[src/rtl/ctrlport_req_initiator_if.sv]
// Command, ctrlport request/response and response stream bundle
// for the single-outstanding ctrlport initiator.
interface ctrlport_req_initiator_if;
    logic        s_cmd_valid;
    logic        s_cmd_ready;
    logic        s_cmd_wr;
    logic [19:0] s_cmd_addr;
    logic [31:0] s_cmd_data;
    logic [3:0]  s_cmd_byte_en;

    logic        m_ctrlport_req_wr;
    logic        m_ctrlport_req_rd;
    logic [19:0] m_ctrlport_req_addr;
    logic [31:0] m_ctrlport_req_data;
    logic [3:0]  m_ctrlport_req_byte_en;
    logic        m_ctrlport_resp_ack;
    logic [1:0]  m_ctrlport_resp_status;
    logic [31:0] m_ctrlport_resp_data;

    logic        m_rsp_valid;
    logic        m_rsp_ready;
    logic [1:0]  m_rsp_status;
    logic [31:0] m_rsp_data;
    logic        m_rsp_timeout;

    modport master (
        input  s_cmd_valid, s_cmd_wr, s_cmd_addr,
        input  s_cmd_data, s_cmd_byte_en,
        output s_cmd_ready,
        output m_ctrlport_req_wr, m_ctrlport_req_rd,
        output m_ctrlport_req_addr, m_ctrlport_req_data,
        output m_ctrlport_req_byte_en,
        input  m_ctrlport_resp_ack, m_ctrlport_resp_status,
        input  m_ctrlport_resp_data,
        output m_rsp_valid, m_rsp_status, m_rsp_data,
        output m_rsp_timeout,
        input  m_rsp_ready
    );

    modport slave (
        output s_cmd_valid, s_cmd_wr, s_cmd_addr,
        output s_cmd_data, s_cmd_byte_en,
        input  s_cmd_ready,
        input  m_ctrlport_req_wr, m_ctrlport_req_rd,
        input  m_ctrlport_req_addr, m_ctrlport_req_data,
        input  m_ctrlport_req_byte_en,
        output m_ctrlport_resp_ack, m_ctrlport_resp_status,
        output m_ctrlport_resp_data,
        input  m_rsp_valid, m_rsp_status, m_rsp_data,
        input  m_rsp_timeout,
        output m_rsp_ready
    );
endinterface

[src/rtl/ctrlport_req_initiator.sv]
// Single-outstanding ctrlport initiator: one request per command,
// waits for ack or timeout, returns status/data on a response stream.
module ctrlport_req_initiator #(
    parameter int TIMEOUT_CYCLES = 1023
) (
    input  logic                        ctrlport_clk,
    input  logic                        ctrlport_rst,
    ctrlport_req_initiator_if.master    bus,
    output logic                        busy,
    output logic [7:0]                  timeout_count
);
    typedef enum logic [1:0] {
        IDLE = 2'd0,
        REQ  = 2'd1,
        WAIT = 2'd2,
        RESP = 2'd3
    } state_t;

    // WAIT counter starts at 0 in the first WAIT cycle
    localparam logic [15:0] TO_LAST = 16'(TIMEOUT_CYCLES - 1);

    state_t      r_state;
    state_t      w_next;
    logic        w_accept;
    logic        w_take_ack;
    logic        w_timeout;
    logic [15:0] r_cnt;
    logic        r_req_wr;
    logic        r_req_rd;
    logic [19:0] r_addr;
    logic [31:0] r_data;
    logic [3:0]  r_be;
    logic        r_rsp_valid;
    logic [1:0]  r_rsp_status;
    logic [31:0] r_rsp_data;
    logic        r_rsp_timeout;
    logic        r_busy;
    logic [7:0]  r_to_count;

    always_comb begin
        w_next     = r_state;
        w_accept   = 1'b0;
        w_take_ack = 1'b0;
        w_timeout  = 1'b0;
        unique case (r_state)
            IDLE: begin
                if (bus.s_cmd_valid) begin
                    w_accept = 1'b1;
                    w_next   = REQ;
                end
            end
            REQ: begin
                w_next = WAIT;
                if (bus.m_ctrlport_resp_ack) begin
                    w_take_ack = 1'b1;
                    w_next     = RESP;
                end
            end
            WAIT: begin
                if (bus.m_ctrlport_resp_ack) begin
                    w_take_ack = 1'b1;
                    w_next     = RESP;
                end else if (r_cnt == TO_LAST) begin
                    w_timeout = 1'b1;
                    w_next    = RESP;
                end
            end
            RESP: begin
                if (bus.m_rsp_ready) w_next = IDLE;
            end
            default: w_next = IDLE;
        endcase
    end

    always_ff @(posedge ctrlport_clk) begin
        if (!ctrlport_rst) begin
            r_state       <= IDLE;
            r_cnt         <= '0;
            r_req_wr      <= 1'b0;
            r_req_rd      <= 1'b0;
            r_addr        <= '0;
            r_data        <= '0;
            r_be          <= '0;
            r_rsp_valid   <= 1'b0;
            r_rsp_status  <= '0;
            r_rsp_data    <= '0;
            r_rsp_timeout <= 1'b0;
            r_busy        <= 1'b0;
            r_to_count    <= '0;
        end else begin
            r_state     <= w_next;
            r_req_wr    <= w_accept && bus.s_cmd_wr;
            r_req_rd    <= w_accept && !bus.s_cmd_wr;
            r_rsp_valid <= (w_next == RESP);
            r_busy      <= (w_next != IDLE);
            if (w_accept) begin
                r_addr <= bus.s_cmd_addr;
                r_data <= bus.s_cmd_data;
                r_be   <= bus.s_cmd_byte_en;
            end
            if (r_state == REQ)
                r_cnt <= '0;
            else if (r_state == WAIT)
                r_cnt <= r_cnt + 16'd1;
            if (w_take_ack) begin
                r_rsp_status  <= bus.m_ctrlport_resp_status;
                r_rsp_data    <= bus.m_ctrlport_resp_data;
                r_rsp_timeout <= 1'b0;
            end else if (w_timeout) begin
                r_rsp_status  <= 2'b01;
                r_rsp_data    <= '0;
                r_rsp_timeout <= 1'b1;
                if (r_to_count != 8'hFF)
                    r_to_count <= r_to_count + 8'd1;
            end
        end
    end

    // Gated by reset so no command is taken while reset is held
    assign bus.s_cmd_ready = (r_state == IDLE) && ctrlport_rst;

    assign bus.m_ctrlport_req_wr      = r_req_wr;
    assign bus.m_ctrlport_req_rd      = r_req_rd;
    assign bus.m_ctrlport_req_addr    = r_addr;
    assign bus.m_ctrlport_req_data    = r_data;
    assign bus.m_ctrlport_req_byte_en = r_be;
    assign bus.m_rsp_valid            = r_rsp_valid;
    assign bus.m_rsp_status           = r_rsp_status;
    assign bus.m_rsp_data             = r_rsp_data;
    assign bus.m_rsp_timeout          = r_rsp_timeout;
    assign busy                       = r_busy;
    assign timeout_count              = r_to_count;
endmodule

[src/flat_wrapper.sv]
// flat-port wrapper written by rule: the top's interface ports become plain ports
module ctrlport_req_initiator_flat 
#(
    parameter int TIMEOUT_CYCLES = 1023
)
  (ctrlport_clk, ctrlport_rst, busy, timeout_count, bus_s_cmd_valid, bus_s_cmd_wr, bus_s_cmd_addr, bus_s_cmd_data, bus_s_cmd_byte_en, bus_s_cmd_ready, bus_m_ctrlport_req_wr, bus_m_ctrlport_req_rd, bus_m_ctrlport_req_addr, bus_m_ctrlport_req_data, bus_m_ctrlport_req_byte_en, bus_m_ctrlport_resp_ack, bus_m_ctrlport_resp_status, bus_m_ctrlport_resp_data, bus_m_rsp_valid, bus_m_rsp_status, bus_m_rsp_data, bus_m_rsp_timeout, bus_m_rsp_ready);
  ctrlport_req_initiator_if bus_i ();
  input  logic ctrlport_clk;
  input  logic ctrlport_rst;
  output logic busy;
  output logic [7:0] timeout_count;
  input wire logic [$bits(bus_i.s_cmd_valid)-1:0] bus_s_cmd_valid;
  input wire logic [$bits(bus_i.s_cmd_wr)-1:0] bus_s_cmd_wr;
  input wire logic [$bits(bus_i.s_cmd_addr)-1:0] bus_s_cmd_addr;
  input wire logic [$bits(bus_i.s_cmd_data)-1:0] bus_s_cmd_data;
  input wire logic [$bits(bus_i.s_cmd_byte_en)-1:0] bus_s_cmd_byte_en;
  output wire logic [$bits(bus_i.s_cmd_ready)-1:0] bus_s_cmd_ready;
  output wire logic [$bits(bus_i.m_ctrlport_req_wr)-1:0] bus_m_ctrlport_req_wr;
  output wire logic [$bits(bus_i.m_ctrlport_req_rd)-1:0] bus_m_ctrlport_req_rd;
  output wire logic [$bits(bus_i.m_ctrlport_req_addr)-1:0] bus_m_ctrlport_req_addr;
  output wire logic [$bits(bus_i.m_ctrlport_req_data)-1:0] bus_m_ctrlport_req_data;
  output wire logic [$bits(bus_i.m_ctrlport_req_byte_en)-1:0] bus_m_ctrlport_req_byte_en;
  input wire logic [$bits(bus_i.m_ctrlport_resp_ack)-1:0] bus_m_ctrlport_resp_ack;
  input wire logic [$bits(bus_i.m_ctrlport_resp_status)-1:0] bus_m_ctrlport_resp_status;
  input wire logic [$bits(bus_i.m_ctrlport_resp_data)-1:0] bus_m_ctrlport_resp_data;
  output wire logic [$bits(bus_i.m_rsp_valid)-1:0] bus_m_rsp_valid;
  output wire logic [$bits(bus_i.m_rsp_status)-1:0] bus_m_rsp_status;
  output wire logic [$bits(bus_i.m_rsp_data)-1:0] bus_m_rsp_data;
  output wire logic [$bits(bus_i.m_rsp_timeout)-1:0] bus_m_rsp_timeout;
  input wire logic [$bits(bus_i.m_rsp_ready)-1:0] bus_m_rsp_ready;
  assign bus_i.s_cmd_valid = bus_s_cmd_valid;
  assign bus_i.s_cmd_wr = bus_s_cmd_wr;
  assign bus_i.s_cmd_addr = bus_s_cmd_addr;
  assign bus_i.s_cmd_data = bus_s_cmd_data;
  assign bus_i.s_cmd_byte_en = bus_s_cmd_byte_en;
  assign bus_s_cmd_ready = bus_i.s_cmd_ready;
  assign bus_m_ctrlport_req_wr = bus_i.m_ctrlport_req_wr;
  assign bus_m_ctrlport_req_rd = bus_i.m_ctrlport_req_rd;
  assign bus_m_ctrlport_req_addr = bus_i.m_ctrlport_req_addr;
  assign bus_m_ctrlport_req_data = bus_i.m_ctrlport_req_data;
  assign bus_m_ctrlport_req_byte_en = bus_i.m_ctrlport_req_byte_en;
  assign bus_i.m_ctrlport_resp_ack = bus_m_ctrlport_resp_ack;
  assign bus_i.m_ctrlport_resp_status = bus_m_ctrlport_resp_status;
  assign bus_i.m_ctrlport_resp_data = bus_m_ctrlport_resp_data;
  assign bus_m_rsp_valid = bus_i.m_rsp_valid;
  assign bus_m_rsp_status = bus_i.m_rsp_status;
  assign bus_m_rsp_data = bus_i.m_rsp_data;
  assign bus_m_rsp_timeout = bus_i.m_rsp_timeout;
  assign bus_i.m_rsp_ready = bus_m_rsp_ready;
  ctrlport_req_initiator #(.TIMEOUT_CYCLES(TIMEOUT_CYCLES)) u_core (.ctrlport_clk(ctrlport_clk), .ctrlport_rst(ctrlport_rst), .bus(bus_i), .busy(busy), .timeout_count(timeout_count));
endmodule
[config.mk]
export PLATFORM = sky130hd
export DESIGN_NAME = ctrlport_req_initiator_flat
export DESIGN_NICKNAME = d
export VERILOG_FILES = /design/src/rtl/ctrlport_req_initiator_if.sv /design/src/rtl/ctrlport_req_initiator.sv /design/src/flat_wrapper.sv
export SDC_FILE = /design/constraint.sdc
export NUM_CORES = 1
export LEC_CHECK = 0
export ABC_AREA = 0
export ABC_CLOCK_PERIOD_IN_PS = 3600
export BUFFER_PORTS_ARGS = -buffer_cell sky130_fd_sc_hd__buf_2
export CORE_AREA = 2 2 99 101
export CTS_BUF_LIST = sky130_fd_sc_hd__clkbuf_2
export DETAILED_ROUTE_END_ITERATION = 12
export DIE_AREA = 0 0 101 103
export PLACE_DENSITY_LB_ADDON = 0.12
export SLEW_MARGIN = 20
export SYNTH_ARGS = -nofsm -noshare
export SYNTH_HDL_FRONTEND = slang
export SYNTH_SLANG_ARGS = --single-unit
[constraint.sdc]
create_clock -name ctrlport_clk -period 3.6 [get_ports ctrlport_clk]
set_clock_uncertainty 0.2 [all_clocks]
set_input_delay 0.54 -clock ctrlport_clk [delete_from_list [all_inputs] [get_ports ctrlport_clk]]
set_output_delay 0.54 -clock ctrlport_clk [all_outputs]
set_load 0.02 [all_outputs]
After elaboration in Yosys (flattened, before gate mapping):

Cells that the tools add are included.

* register bits: 121
* input bits: 96
* output and inout bits: 104
* logic and storage cells: 51

* $add $sub $neg: 2
* equality and inequality tests: 6
* mux-type cells: 17
* bitwise gates (word level): 2
* reduce and logical (&&, ||, !) cells: 11

Operators by type and width (count)
* two-way mux 32 bit: 2
* adder 16 x 1 -> 16 bit, second input constant: 1
* equality test 16 x 10 -> 1 bit, second input constant: 1
* two-way mux 2 bit: 6
* adder 8 x 1 -> 8 bit, second input constant: 1
* two-way mux 1 bit: 8
* != test 8 bit, second input constant: 1
* one-hot mux 2 bit (4 select lines): 1
* equality test 2 bit, second input constant: 3
* OR reduction 2 bit: 3
* nonzero test 2 bit: 2
* logical AND 1 bit: 3
* AND reduction 3 bit: 1
* equality test 2 x 1 -> 1 bit, second input constant: 1
* logical NOT 2 bit: 1
* inverter 1 bit: 2
* logical NOT 1 bit: 1

Depth between registers and ports, before layout:

Gate-level depths: netlist of the first run.

* depth after elaboration: 6
* mapped depth: 8
* mapped depth without buffers: 6

Worst setup path after synthesis of the first run:

Ideal clock, no wire load.

* path type: reg2reg
* start: reg u_core.r_state[0]
* end: reg u_core.r_cnt[15]
* library setup time: 71 ps
* arrival: 1760 ps
* data required time: 3329 ps
* slack: 1569 ps
* cell stages (with the launch flop): 9
* period minus slack after synthesis: 2031 ps
* cell sequence: dfxtp_1 inv_1 ha_1 buf_2 and4_1 clkbuf_2 nand4_1 or4_1 a21oi_1

* word-level cells in the longest chain between the ends: 2
* elaborated cells on any way between the ends: 3
* those cells by class: 2 x eq/ne; 1 x reduce/logical

RTL lines
* start, declared: line ctrlport_req_initiator.sv:22 `state_t r_state;`
* start signal, assigned: line ctrlport_req_initiator.sv:91 `r_state <= w_next;`
* equality test 2 x 1 -> 1 bit: line ctrlport_req_initiator.sv:101 `if (r_state == REQ)`
* OR reduction 2 bit (no source line)
* end signal, assigned: line ctrlport_req_initiator.sv:104 `r_cnt <= r_cnt + 16'd1;`
* end, declared: line ctrlport_req_initiator.sv:27 `logic [15:0] r_cnt;`

Several ways; a longest one is shown, not always the timed one.
A chain may end at the register's enable or synchronous reset.

Worst setup path in the final report of the first run:

* start: reg u_core.r_state[0]
* end: reg u_core.r_rsp_data[14], in the netlist u_core.bus.m_rsp_data[14]

* word-level cells in the longest chain between the ends: 4
* elaborated cells on any way between the ends: 7
* those cells by class: 2 x eq/ne; 3 x mux; 2 x reduce/logical

RTL lines
* equality test 2 bit / equality test 2 x 1 -> 1 bit (equally long branches): line ctrlport_req_initiator.sv:45 `unique case (r_state)`
* OR reduction 2 bit (no source line)
* two-way mux 1 bit
* two-way mux 32 bit / nonzero test 2 bit (equally long branches)
* end signal, assigned: line ctrlport_req_initiator.sv:107 `r_rsp_data <= bus.m_ctrlport_resp_data;`
* end, declared: line ctrlport_req_initiator.sv:35 `logic [31:0] r_rsp_data;`

Several ways; a longest one is shown, not always the timed one.

==> reports/results.ini, run 1 <==
[sta]
final_hold_viol_count=0
worst_pin_slew_ns=0.996
fmax_mhz=387
rsz0062_at_grt=no
slew_headroom_pct=33.6
min_period_ns=2.58
maxSlewViolCount=0
min_period_over_period_pct=71.8
timing.final.ws_setup_ns=1.02
finalSetupViolCount=0
setup_tns_ns=0

[logic_synthesis]
yosys_warnings=0
netlist_instances=508
yosysMostFrequentCell=nand2_1
synth.avg_cell_area_um2=8.98
synth_largest_area_cell=dfxtp_1
synth_top_cell_area_share_pct=53.1
ys_seq_area_share_pct=53.1
synth_edf_count=0
synth_ff_type=dfxtp_1
async_reset_ff_share_pct=0
yosys-top-cells-count=nand2_1, dfxtp_1, a21oi_1
syn_area_um2=4560
ys_top_cells_by_area=dfxtp_1, nand2_1, a21oi_1, a22o_1, ha_1
yosys_register_bits=121
ys_types=43
syn_nets=612

[global_routing]
grt_pass1_vias=4257
antenna_found_initial=0
grt_max_degree=57
grt_util_met1_pct=29.1
busiest_layer=met2
met2_usage_pct=41.4
gr-usage-met3_pct=7.32
track_usage_pct=24.3
grt_overflow=0
grt_pass1_wl_mm=20.0

[power_and_ir_drop]
cell_internal_pwr_mw=2.23
p_leak_nw=3.06
switching_share_pct=37.1
p_comb_share_pct=30.5
power_density_nw_per_um2=525
seq_power_share_pct=45.6
p_sw_mw=1.32
irDropWorstVdd_mv=0.309
clockPowerShare_pct=23.9

[critical_path]
path_class=flop to flop
cpPeakStageDelay_ns=0.71
path_max_fanout=33
setup.worst_path.start_class=flop
worstPathRequired_ns=4.00
path_cells=inv_1, ha_1, nor2b_1, and2_1, a21oi_4, a22o_1
reg2reg_from=u_core.r_state[0]$_SDFF_PN0_
reg2reg_slack_ns=1.02
end_kind=flop
cp_num_buf_inv=1
rr_endpoint=u_core.bus.m_rsp_data[14]$_SDFFE_PN0P_
r2r_cells=6
critical-path-top-delay-family=compound AO/OA/AOI/OAI gates
cp.arrival_ns=2.98
crit_path_top_delay_cell=a21oi_4

[clock_network]
tritoncts=yes
clk_path_buf_depth=2
cts_buffers=17
numClockSinks=121
clk_latency_ns=0.65
clkTransAtPathRegs_ns=0.18
post_cts_buffers=0
h-tree-depth=4
cts_root_buffer=clkbuf_2

[cells_and_area]
multi_input_area_um2=1970
fillers=696
drive_gt1_share_pct=30.4
stdcell_area_um2=6770
final_nets=896
seqCellArea_um2=2420
diodes=0
stdcell_count=919
syn_to_final_growth_pct=48.4

[detailed_routing]
via_per_inst=5.13
wl_per_cell_um=14.6
ant_nets=0
drt_first_pass_iters=4
via_count=4716
routed_wl_mm=13.4
drc=0
drtIter0Drc=165

[die]
die_area_um2=10400
initial_core_util_pct=48.3
die_h_um=103
boundaryPins=200
core_area_um2=9460
std_cell_rows=36
die_x_um=101

[place]
pre_cts_ws_ns=1.07
placed_cell_area_um2=5580
io_buffers=199
place_hpwl_mm=8.05
gp_congestion=0.800
dp.cells=792

[job]
maxCapViolations=0

[min_path]
min_path_type=input port to flop
whs_path_depth=5
whs_endpoint=u_core.r_state[1]$_SDFF_PN0_
hp-start=bus_m_rsp_ready

[outcome]
outcome=finished, final reports clean

==> per-layer routing <==
metal,wire length [um],vias up
met5,0,-
met4,215,0
met3,1030,21
met2,6610,196
met1,5530,2152
li1,-,2347
==> what timing repair did <==
item / in CTS / in global routing
hold buffers: 95 / 0
gates resized for setup: 0 / 0
hold endpoints to repair: 94 / 0
==> cells by family after synthesis <==
logic type,count (synthesis),synth area share [%]
and+or+nand+nor,194,20.0
AOI/OAI and AO/OA,137,19.3
DFF,121,53.1
buffers and inverters,39,3.76
xor gates and xnor gates,9,1.73
adders and majority gates,8,2.19
==> final cells by class <==
type                       count  area share, %
clock buffer                  17           1.26
inverter                       7          0.388
sequential                   121           35.8
tap                          114           2.11
timing repair buffer         297           29.1
clock inverter                15           2.25
multi-input combinational    348           29.2
==> placed cells by master, fill, tap and decap left out, types with 2 or more instances in the layout <==
cell type | netlist | final
bufinv_16 | 0 | 2
a211oi_1 | 2 | 2
ha_1 | 8 | 8
clkbuf_2 | 1 | 17
nand2_1 | 123 | 123
a21oi_1 | 75 | 75
xor2_1 | 4 | 4
nor2b_1 | 2 | 2
nand2b_1 | 2 | 2
or4_1 | 8 | 8
nor2_1 | 19 | 18
xnor2_1 | 5 | 5
and3_1 | 5 | 5
and2_2 | 1 | 2
inv_1 | 7 | 6
nand4_1 | 8 | 8
or3_1 | 4 | 4
dlygate4sd3_1 | 0 | 95
nor3_1 | 2 | 2
o31ai_1 | 8 | 8
a22o_1 | 33 | 33
dfxtp_1 | 121 | 121
clkinv_4 | 0 | 2
buf_2 | 7 | 199
and2_1 | 4 | 3
clkinvlp_4 | 0 | 7
nand3_1 | 6 | 6
buf_4 | 0 | 3
o21ai_0 | 11 | 11
and4_1 | 3 | 3
clkinv_2 | 0 | 2
==> metrics by stage <==
stage | utilization [%] | hold WS, ns | total power [mW]
final | 71.6 | 0.225 | 3.56
after global routing | 71.6 | 0.220 | 3.76
after CTS | 71.6 | 0.150 | 3.56
after detailed placement | 59.0 | 0.243 | 2.63
after global placement | 59.0 | 0.238 | 2.61
after floorplan | - | 0.249 | 2.30
==> registers in the layout (all words and copies together), names as in the netlist, 2 cells and up <==
register	cells
u_core.bus.m_rsp_status	2
u_core.r_state	2
u_core.bus.m_ctrlport_req_addr	20
u_core.bus.m_ctrlport_req_data	32
u_core.timeout_count	8
u_core.bus.m_ctrlport_req_byte_en	4
u_core.r_cnt	16
u_core.bus.m_rsp_data	32
==> tightest hold or removal path, cell delays in order <==
cell and delay [ns]:
buf_2 0.10, nor3b_1 0.05, o21ai_0 0.14, o21a_1 0.16
nor3_1 0.06
==> worst max path at each step <==
stage,from,to,slack [ns],cells past startpoint
2_1_floorplan,u_core.r_state[0]$_SDFF_PN0_,u_core.r_cnt[15]$_SDFFE_PP0P_,1.57,8
3_3_place_gp,u_core.r_state[0]$_SDFF_PN0_,u_core.bus.m_rsp_data[22]$_SDFFE_PN0P_,1.17,6
3_5_place_dp,u_core.r_state[0]$_SDFF_PN0_,u_core.bus.m_rsp_data[5]$_SDFFE_PN0P_,1.07,6
4_1_cts,u_core.r_state[0]$_SDFF_PN0_,bus_s_cmd_ready,0.97,4
5_1_grt,u_core.r_state[0]$_SDFF_PN0_,u_core.bus.m_rsp_data[31]$_SDFFE_PN0P_,0.86,6
6_report,u_core.r_state[0]$_SDFF_PN0_,u_core.bus.m_rsp_data[14]$_SDFFE_PN0P_,1.02,6
==> power groups by stage <==
stage	clock [mW]	sequential (mW)	combinational (mW)
2_1_floorplan	0	1.85	0.449
3_3_place_gp	0	1.64	0.977
3_5_place_dp	0	1.64	0.992
4_1_cts	0.870	1.62	1.07
5_1_grt	0.939	1.64	1.18
6_report	0.851	1.62	1.08
Note: power is estimated with default switching activity, not from simulation.
==> run 2: changes to the inputs <==
Settings changed: ABC_CLOCK_PERIOD_IN_PS 3600 to 2400, CORE_AREA 2 2 99 101 to 2 2 100 102, DIE_AREA 0 0 101 103 to 0 0 102 104.
Clock period 3.6 ns to 2.4 ns, I/O delays scaled along.
==> run 2 against run 1 <==
Die area up 2.0%. Clock power up 69%. Clock-buffer cell count unchanged. Via count up 2.8%. Non-clock buffer count up 10. Cell area up 2.8%. Critical endpoint is now u_core.bus.m_rsp_data[27]$_SDFFE_PN0P_.
==> reports/results.ini, run 2 (synthesis gave the netlist of run 1 again) <==
[sta]
finalSetupViolCount=0  ; unchanged
min_period_over_period_pct=93.5  ; was 71.8%
rsz0062_at_grt=no  ; unchanged
holdWs_ns=0.210  ; was 0.225 ns
setup_tns_ns=0  ; unchanged
min_period_ns=2.24  ; was 2.58 ns
final_hold_viol_count=0  ; unchanged
maxSlewViolCount=0  ; unchanged
fmax_mhz=445  ; was 387 MHz
worst_pin_slew_ns=0.696  ; was 0.996 ns
timing.final.ws_setup_ns=0.155  ; was 1.02 ns
slew_headroom_pct=53.6  ; was 33.6%

[detailed_routing]
via_per_inst=5.11  ; was 5.13
drt_first_pass_iters=7  ; was 4
wl_met2_mm=6.83  ; was 6.61 mm
wl_per_cell_um=14.8  ; was 14.6 um
met3_length_um=992  ; was 1.03 mm
highest_layer=met4  ; unchanged
drc=0  ; unchanged
m1WireLength_mm=5.85  ; was 5.53 mm
routed_wl_mm=14.0  ; was 13.4 mm
drtIter0Drc=200  ; was 165
ant_nets=0  ; unchanged
via_count=4846  ; was 4716

[place]
dp.cells=817  ; was 792
placed_cell_area_um2=5680  ; was 5580 um2
pre_cts_ws_ns=0.00548  ; was 1.07 ns
place_hpwl_mm=8.40  ; was 8.05 mm
gp_congestion=0.794  ; was 0.800
io_buffers=199  ; unchanged

[global_routing]
grt_overflow=0  ; unchanged
grt_pass1_vias=4704  ; was 4257
grt_max_degree=57  ; unchanged
grt_pass1_wl_mm=21.8  ; was 20.0 mm
antenna_found_initial=0  ; unchanged
track_usage_pct=25.6  ; was 24.3%

[clock_network]
numClockSinks=121  ; unchanged
cts_buffers=17  ; unchanged
clk_latency_ns=0.66  ; was 0.65 ns
cts_root_buffer=clkbuf_2  ; unchanged
post_cts_buffers=0  ; unchanged
clk_path_buf_depth=2  ; unchanged
h-tree-depth=4  ; unchanged
clkTransAtPathRegs_ns=0.22  ; was 0.18 ns
tritoncts=yes  ; unchanged

[die]
initial_core_util_pct=47.8  ; was 48.3%
core_area_um2=9550  ; was 9460 um2
die_h_um=104  ; was 103 um
die_x_um=102  ; was 101 um
std_cell_rows=36  ; unchanged
die_area_um2=10600  ; was 10400 um2
boundaryPins=200  ; unchanged

[power_and_ir_drop]
p_leak_nw=3.16  ; was 3.06 nW
cell_internal_pwr_mw=3.55  ; was 2.23 mW
clockPowerShare_pct=25.7  ; was 23.9%
p_comb_share_pct=30.8  ; was 30.5%
switching_share_pct=36.7  ; was 37.1%
total_power_mw=5.60  ; was 3.56 mW
power_density_nw_per_um2=805  ; was 525 nW/um2
irDropWorstVdd_mv=0.533  ; was 0.309 mV
p_sw_mw=2.05  ; was 1.32 mW
seq_power_share_pct=43.5  ; was 45.6%

[cells_and_area]
final_common_cell=buf_2  ; unchanged
mostFrequentLayoutCells=buf_2, nand2_1, dfxtp_1  ; unchanged
syn_to_final_growth_pct=52.6  ; was 48.4%
fin_util_pct=72.9  ; was 71.6%
fillers=681  ; was 696
stdcell_count=949  ; was 919
drive_gt1_share_pct=31.6  ; was 30.4%
stdcell_area_um2=6970  ; was 6770 um2
multi_input_area_um2=1990  ; was 1970 um2
diodes=0  ; unchanged
seqCellArea_um2=2430  ; was 2420 um2
final_nets=907  ; was 896

[critical_path]
r2r_cells=6  ; unchanged
worstPathRequired_ns=2.83  ; was 4.00 ns
path_max_fanout=16  ; was 33
end_kind=flop  ; unchanged
reg2reg_slack_ns=0.16  ; was 1.02 ns
setup.worst_path.start_class=flop  ; unchanged
path_class=flop to flop  ; unchanged
cp.arrival_ns=2.68  ; was 2.98 ns

[min_path]
min_path_type=input port to flop  ; unchanged
whs_path_depth=3  ; was 5

[outcome]
outcome=finished, final reports clean  ; unchanged

[job]
maxCapViolations=0  ; unchanged

## run 2: final timing paths
kind                                                        from                                        endpoint
hold / removal                      bus_m_ctrlport_resp_data[10]          u_core.bus.m_rsp_data[10]$_SDFFE_PN0P_
setup reg to reg                    u_core.r_cnt[0]$_SDFFE_PP0P_          u_core.bus.m_rsp_data[27]$_SDFFE_PN0P_
hold reg to reg   u_core.bus.m_ctrlport_req_data[5]$_SDFFE_PN0P_  u_core.bus.m_ctrlport_req_data[5]$_SDFFE_PN0P_
setup / recovery                    u_core.r_cnt[0]$_SDFFE_PP0P_          u_core.bus.m_rsp_data[27]$_SDFFE_PN0P_
## run 2: layout make-up
cell class	count	area share, %
Timing Repair Buffer	307	29.9
Inverter	7	0.377
Multi-Input combinational cell	349	28.6
Clock buffer	17	1.22
Sequential cell	121	34.8
Clock inverter	15	2.71
Tap cell	133	2.39
## run 2: timing repair
item / in CTS / in global routing
setup endpoints to repair: 19 / 35
cloned: 0 / 1
endpoints found under the hold margin: 105 / 0
gates resized for setup: 5 / 4
pin swaps: 0 / 1
hold buffers: 99 / 0
## run 2: critical path, cell delays in order, from the launching register on
cell and delay [ns]:
dfxtp_1 0.44, inv_1 0.06, ha_1 0.19, and2b_2 0.21, and4_1 0.29, a21oi_2 0.59
a22o_1 0.25
## run 2: routing by layer
layer	track usage (%)	vias up
met3	7.80	35
met2	43.4	201
met1	29.4	2241
met4	11.3	0
li1	-	2369
met5	0	-
## run 2: power groups by stage
stage               sequential [mW]  clock (mW)  combinational [mW]
floorplan                      2.78           0               0.674
global placement               2.45           0                1.51
detailed placement             2.46           0                1.54
CTS                            2.42        1.48                1.69
global route                   2.47        1.56                1.87
finish                         2.44        1.44                1.73
